==> src/rtl/sync_fifo_flex.sv <==
// Single-clock FIFO with standard or first-word-fall-through read,
// occupancy count, almost thresholds and overflow/underflow pulses.
//
// Ports:
//   clk, rst         clock; synchronous active-high reset
//   data_in, wr_en   write word / push request
//   rd_en            pop request (acknowledge of shown word in FWFT)
//   data_out         read word
//   FIFO_empty/full  count == 0 / count == DEPTH
//   almost_full      count >= AFULL_THRESH
//   almost_empty     count <= AEMPTY_THRESH
//   count            words stored
//   overflow         pulse: previous edge rejected a write
//   underflow        pulse: previous edge rejected a read
module sync_fifo_flex #(
    parameter int DATA_WIDTH    = 8,
    parameter int ADDR_WIDTH    = 5,
    parameter int FWFT          = 0,
    parameter int AFULL_THRESH  = 28,
    parameter int AEMPTY_THRESH = 4
) (
    input  logic                  clk,
    input  logic                  rst,
    input  logic [DATA_WIDTH-1:0] data_in,
    input  logic                  wr_en,
    input  logic                  rd_en,
    output logic [DATA_WIDTH-1:0] data_out,
    output logic                  FIFO_empty,
    output logic                  FIFO_full,
    output logic                  almost_full,
    output logic                  almost_empty,
    output logic [ADDR_WIDTH:0]   count,
    output logic                  overflow,
    output logic                  underflow
);

    localparam int DEPTH = 2 ** ADDR_WIDTH;

    localparam logic [ADDR_WIDTH:0] DEPTH_C =
        (ADDR_WIDTH+1)'(DEPTH);
    localparam logic [ADDR_WIDTH:0] AF_C =
        (ADDR_WIDTH+1)'(AFULL_THRESH);
    localparam logic [ADDR_WIDTH:0] AE_C =
        (ADDR_WIDTH+1)'(AEMPTY_THRESH);
    localparam logic [ADDR_WIDTH:0] ONE =
        (ADDR_WIDTH+1)'(1);

    logic [DATA_WIDTH-1:0] mem [DEPTH];

    logic [ADDR_WIDTH:0]   wptr;
    logic [ADDR_WIDTH:0]   rptr;
    logic [ADDR_WIDTH-1:0] waddr;
    logic [ADDR_WIDTH-1:0] raddr;

    logic wr_acc;
    logic rd_acc;
    logic ptr_empty;
    logic ptr_full;

    assign waddr = wptr[ADDR_WIDTH-1:0];
    assign raddr = rptr[ADDR_WIDTH-1:0];

    assign FIFO_empty   = (count == '0);
    assign FIFO_full    = (count == DEPTH_C);
    assign almost_full  = (count >= AF_C);
    assign almost_empty = (count <= AE_C);

    // No pass-through: full blocks writes and
    // empty blocks reads regardless of the
    // other side in the same cycle.
    assign wr_acc = wr_en && !FIFO_full;
    assign rd_acc = rd_en && !FIFO_empty;

    // Extra-MSB pointer view of occupancy; must
    // track the count-based flags exactly.
    assign ptr_empty = (wptr == rptr);
    assign ptr_full  = (wptr[ADDR_WIDTH] != rptr[ADDR_WIDTH])
                    && (waddr == raddr);

    always_ff @(posedge clk) begin
        if (!rst && wr_acc) begin
            mem[waddr] <= data_in;
        end
    end

    always_ff @(posedge clk) begin
        if (rst) begin
            wptr      <= '0;
            rptr      <= '0;
            count     <= '0;
            overflow  <= 1'b0;
            underflow <= 1'b0;
        end else begin
            overflow  <= wr_en && FIFO_full;
            underflow <= rd_en && FIFO_empty;
            if (wr_acc) begin
                wptr <= wptr + ONE;
            end
            if (rd_acc) begin
                rptr <= rptr + ONE;
            end
            unique case ({wr_acc, rd_acc})
                2'b10:   count <= count + ONE;
                2'b01:   count <= count - ONE;
                default: count <= count;
            endcase
        end
    end

    generate
        if (FWFT != 0) begin : g_fwft
            // Head word is shown as soon as it exists;
            // rd_en only pops it.
            assign data_out = FIFO_empty ? '0 : mem[raddr];
        end else begin : g_std
            logic [DATA_WIDTH-1:0] rd_q;

            always_ff @(posedge clk) begin
                if (rst) begin
                    rd_q <= '0;
                end else if (rd_acc) begin
                    rd_q <= mem[raddr];
                end
            end

            assign data_out = rd_q;
        end
    endgenerate

    a_ptr_agree: assert property (
        @(posedge clk) disable iff (rst)
        (ptr_empty == FIFO_empty) && (ptr_full == FIFO_full)
    );

endmodule

==> config.mk <==
export PLATFORM = sky130hd
export DESIGN_NAME = sync_fifo_flex
export DESIGN_NICKNAME = d
export VERILOG_FILES = /design/src/rtl/sync_fifo_flex.sv
export SDC_FILE = /design/constraint.sdc
export NUM_CORES = 1
export LEC_CHECK = 0
export BUFFER_PORTS_ARGS = -buffer_cell sky130_fd_sc_hd__buf_2
export CAP_MARGIN = 20
export CORE_ASPECT_RATIO = 1.5
export CORE_MARGIN = 2
export CORE_UTILIZATION = 39
export DETAILED_ROUTE_END_ITERATION = 6
export GPL_ROUTABILITY_DRIVEN = 0
export PLACE_DENSITY = 0.57
export SLEW_MARGIN = 25
export SYNTH_ARGS = -nofsm -noshare
export SYNTH_HDL_FRONTEND = slang
export SYNTH_SLANG_ARGS = --single-unit
==> constraint.sdc <==
create_clock -name clk -period 3.35 [get_ports clk]
set_input_delay 0.67 -clock clk [delete_from_list [all_inputs] [get_ports clk]]
set_output_delay 0.67 -clock clk [all_outputs]
set_load 0.005 [all_outputs]
==> qor.csv <==
metric,value,unit
Period minus WS final,3.13,ns
met2 GRT Util,31.0,%
core area,28100,sq um
drt pass-1 iters,4,
CTS Sinks,282,
Worst-Margin Slew,0.814,ns
grt met3 use,2.13,%
Power Total,9.18,mW
CTS Buf Count,26,
Hold Path Class,in2reg,
Yosys top cell area share,68.8,%
crit path cell chain,or4_4 -> o31a_1 -> inv_1 -> ha_1 -> ha_1 -> a21o_1 -> a21oi_1 -> xnor2_1 -> o21ai_0 -> nor2b_1,
Port Buffer Count,31,
post-route ant nets,0,
GR Util met1,19.1,%
placed instance count,1001,
CP max-delay cell,or4_4,
DPL Wire Length,15.7,mm
"area leader, netlist",edfxtp_1,
vias in the first global route,6123,
I/O pins,32,
crit path kind,reg2reg,
first-pass GRT wire length,36.7,mm
post-synthesis cell type count,45,
worst hold slack,0.426,ns
pin count of the biggest net entering global routing,33,
Worst EP required,3.77,ns
Layout area overhead,14.3,%
nets,706,
CTS tree,built,
initial core utilization,39.8,%
Worst setup EP type,register,
most instantiated library cell after synthesis,edfxtp_1,
Setup crit start kind,register,
initial antenna violation count,0,
# rows,75,
Critical Path AT,3.55,ns
vias post-DR,5708,
Tcrit/Tclk final,93.5,%
ys async rst share,0,%
Seq cells post-synth,282,
Post-CTS Setup Inserts,0,
final setup vio count,0,
routed wire length per instance,22.8,um
Max IR drop VDD,0.523,mV
"Avg Cell Area, Syn",17.8,sq um
grt ovf,0,
# Max-Cap Violations,0,
Clock Tree Root,clkbuf_16,
layout cells sized above 1,21.9,%
CP top delay family,compound AO/OA/AOI/OAI gates,
Pwr Density,720,nW/um^2
H-tree Lvls,1,
ant diodes,0,
hold_buf cts,0,
worst rel slew slack,45.5,%
Post-CTS Resized,0,
Syn Std Cell Area,11200,sq um
Max Fclk,319,MHz
Vias/cell,5.44,
predominant post-synthesis flop cell,edfxtp_1,
Critical Path Max Stage Delay,0.58,ns
Die W,142,um
initial DRC count,388,
status,completed,
Non-Filler Instances,1049,
most frequent cell on the critical path,ha_1,
WP buf/inv,1,
GRT Total Usage,16.4,%
number of enable flip-flop cells after synthesis,256,
Setup TNS Final,0,ns
Setup WS post-layout,0.217,ns
Post-synth top cells,"edfxtp_1, nor2_1, mux2i_1",
final wirelength,23.9,mm
Static Leak,4.11,nW
Mapped Cells,627,
main area contributors after synthesis,"edfxtp_1, mux4_2, dfxtp_1",
die height,211,um
syn_nets,650,
maximum fanout along the worst path,10,
synth warn,0,
Clock Latency Late Sink,0.54,ns
pre-CTS setup slack,0.281,ns
Residual DRC,0,
Final Max Slew Viols,0,
clk slew on worst S/H paths,0.06,ns
clock skew,0.0137,ns
Max Root-Sink Buffers,3,
RSZ-0062 raised after global routing,no,
sequential area share after synthesis,73.5,%
Die ar.,30000,sq um
gr busiest metal,met2,
final hold vios,0,
[cell families (layout without fill, tap and decap cells)]
family	Yosys count	count (layout)	synth area share, %
muxes	91	91	12.6
and+or+nand+nor	123	123	5.29
AOI/OAI and AO/OA	67	67	4.50
xor gates and xnor gates	13	13	1.02
adders and majority gates	11	11	1.30
buffers and inverters	40	116	1.77
DFF	282	282	73.5
[layout by cell type (no fill, tap or decap), drive strengths merged, types with 4 or more instances in the layout]
cell     synthesis  layout
a21oi            5       5
dfxtp           26      26
ha              10      10
edfxtp         256     256
xor2             7       7
nand3b           4       4
xnor2            6       6
nor2            71      71
or3              4       4
o2111ai          7       7
o22ai           15      15
inv              7       7
nand4            4       4
a211oi           7       7
nand2           19      19
bufinv           0       4
buf             21      61
a22oi           16      16
mux4            40      40
a32o             8       8
mux2i           51      51
clkbuf          12      40
[power breakdown]
| part | switching [mW] | total [mW] | internal, mW |
|---|---|---|---|
| clock | 1.23 | 3.15 | 1.92 |
| sequential | 0.159 | 4.12 | 3.96 |
| combinational | 1.02 | 1.92 | 0.894 |
| total | 2.41 | 9.18 | 6.77 |
[sequential cells by signal, summed over array words and instances (netlist names)]
register,flops
count,6
data_out,8
mem,256
overflow,1
rptr,5
underflow,1
wptr,5
[stage by stage]
step | instance area, sq um | util [%]
floorplan | 11200 | -
global placement | 11800 | 42.2
detailed placement | 11800 | 42.2
CTS | 12800 | 45.5
global route | 12800 | 45.5
finish | 12800 | 45.5
[layer usage]
layer	vias up	part of all wire [%]
li1	2608	-
met1	2939	39
met2	122	55
met3	39	4.1
met4	0	2.5
met5	-	0
[worst reg2reg max path, stage by stage, from the launching register on]
cell and delay, ns:
dfxtp_1 0.38, or4_4 0.58, o31a_1 0.35, inv_1 0.09, ha_1 0.36, ha_1 0.31, a21o_1 0.20, a21oi_1 0.27
xnor2_1 0.19, o21ai_0 0.13, nor2b_1 0.16
[path summary, 6_finish.rpt]
| path | start | to | slack [ns] | cells after the start |
|---|---|---|---|---|
| setup reg to reg | count[1]$_SDFFE_PP0P_ | count[3]$_SDFFE_PP0P_ | 0.22 | 10 |
| setup / recovery | count[1]$_SDFFE_PP0P_ | count[3]$_SDFFE_PP0P_ | 0.22 | 10 |
| hold reg to reg | data_out[6]$_SDFFE_PP0P_ | data_out[6]$_SDFFE_PP0P_ | 0.48 | 1 |
| hold / removal | wr_en | overflow$_SDFF_PP0_ | 0.43 | 3 |
[layout make-up]
cell class                 instances  area [sq um]
sequential                       282          8210
inverter                           7          26.3
multi-input combinational        305          2770
tap                              346           433
clock inverter                     8           146
fill                            2383         15300
timing repair buffer              61           393
clock buffer                      40           785
(Power assumes the default switching activity.)
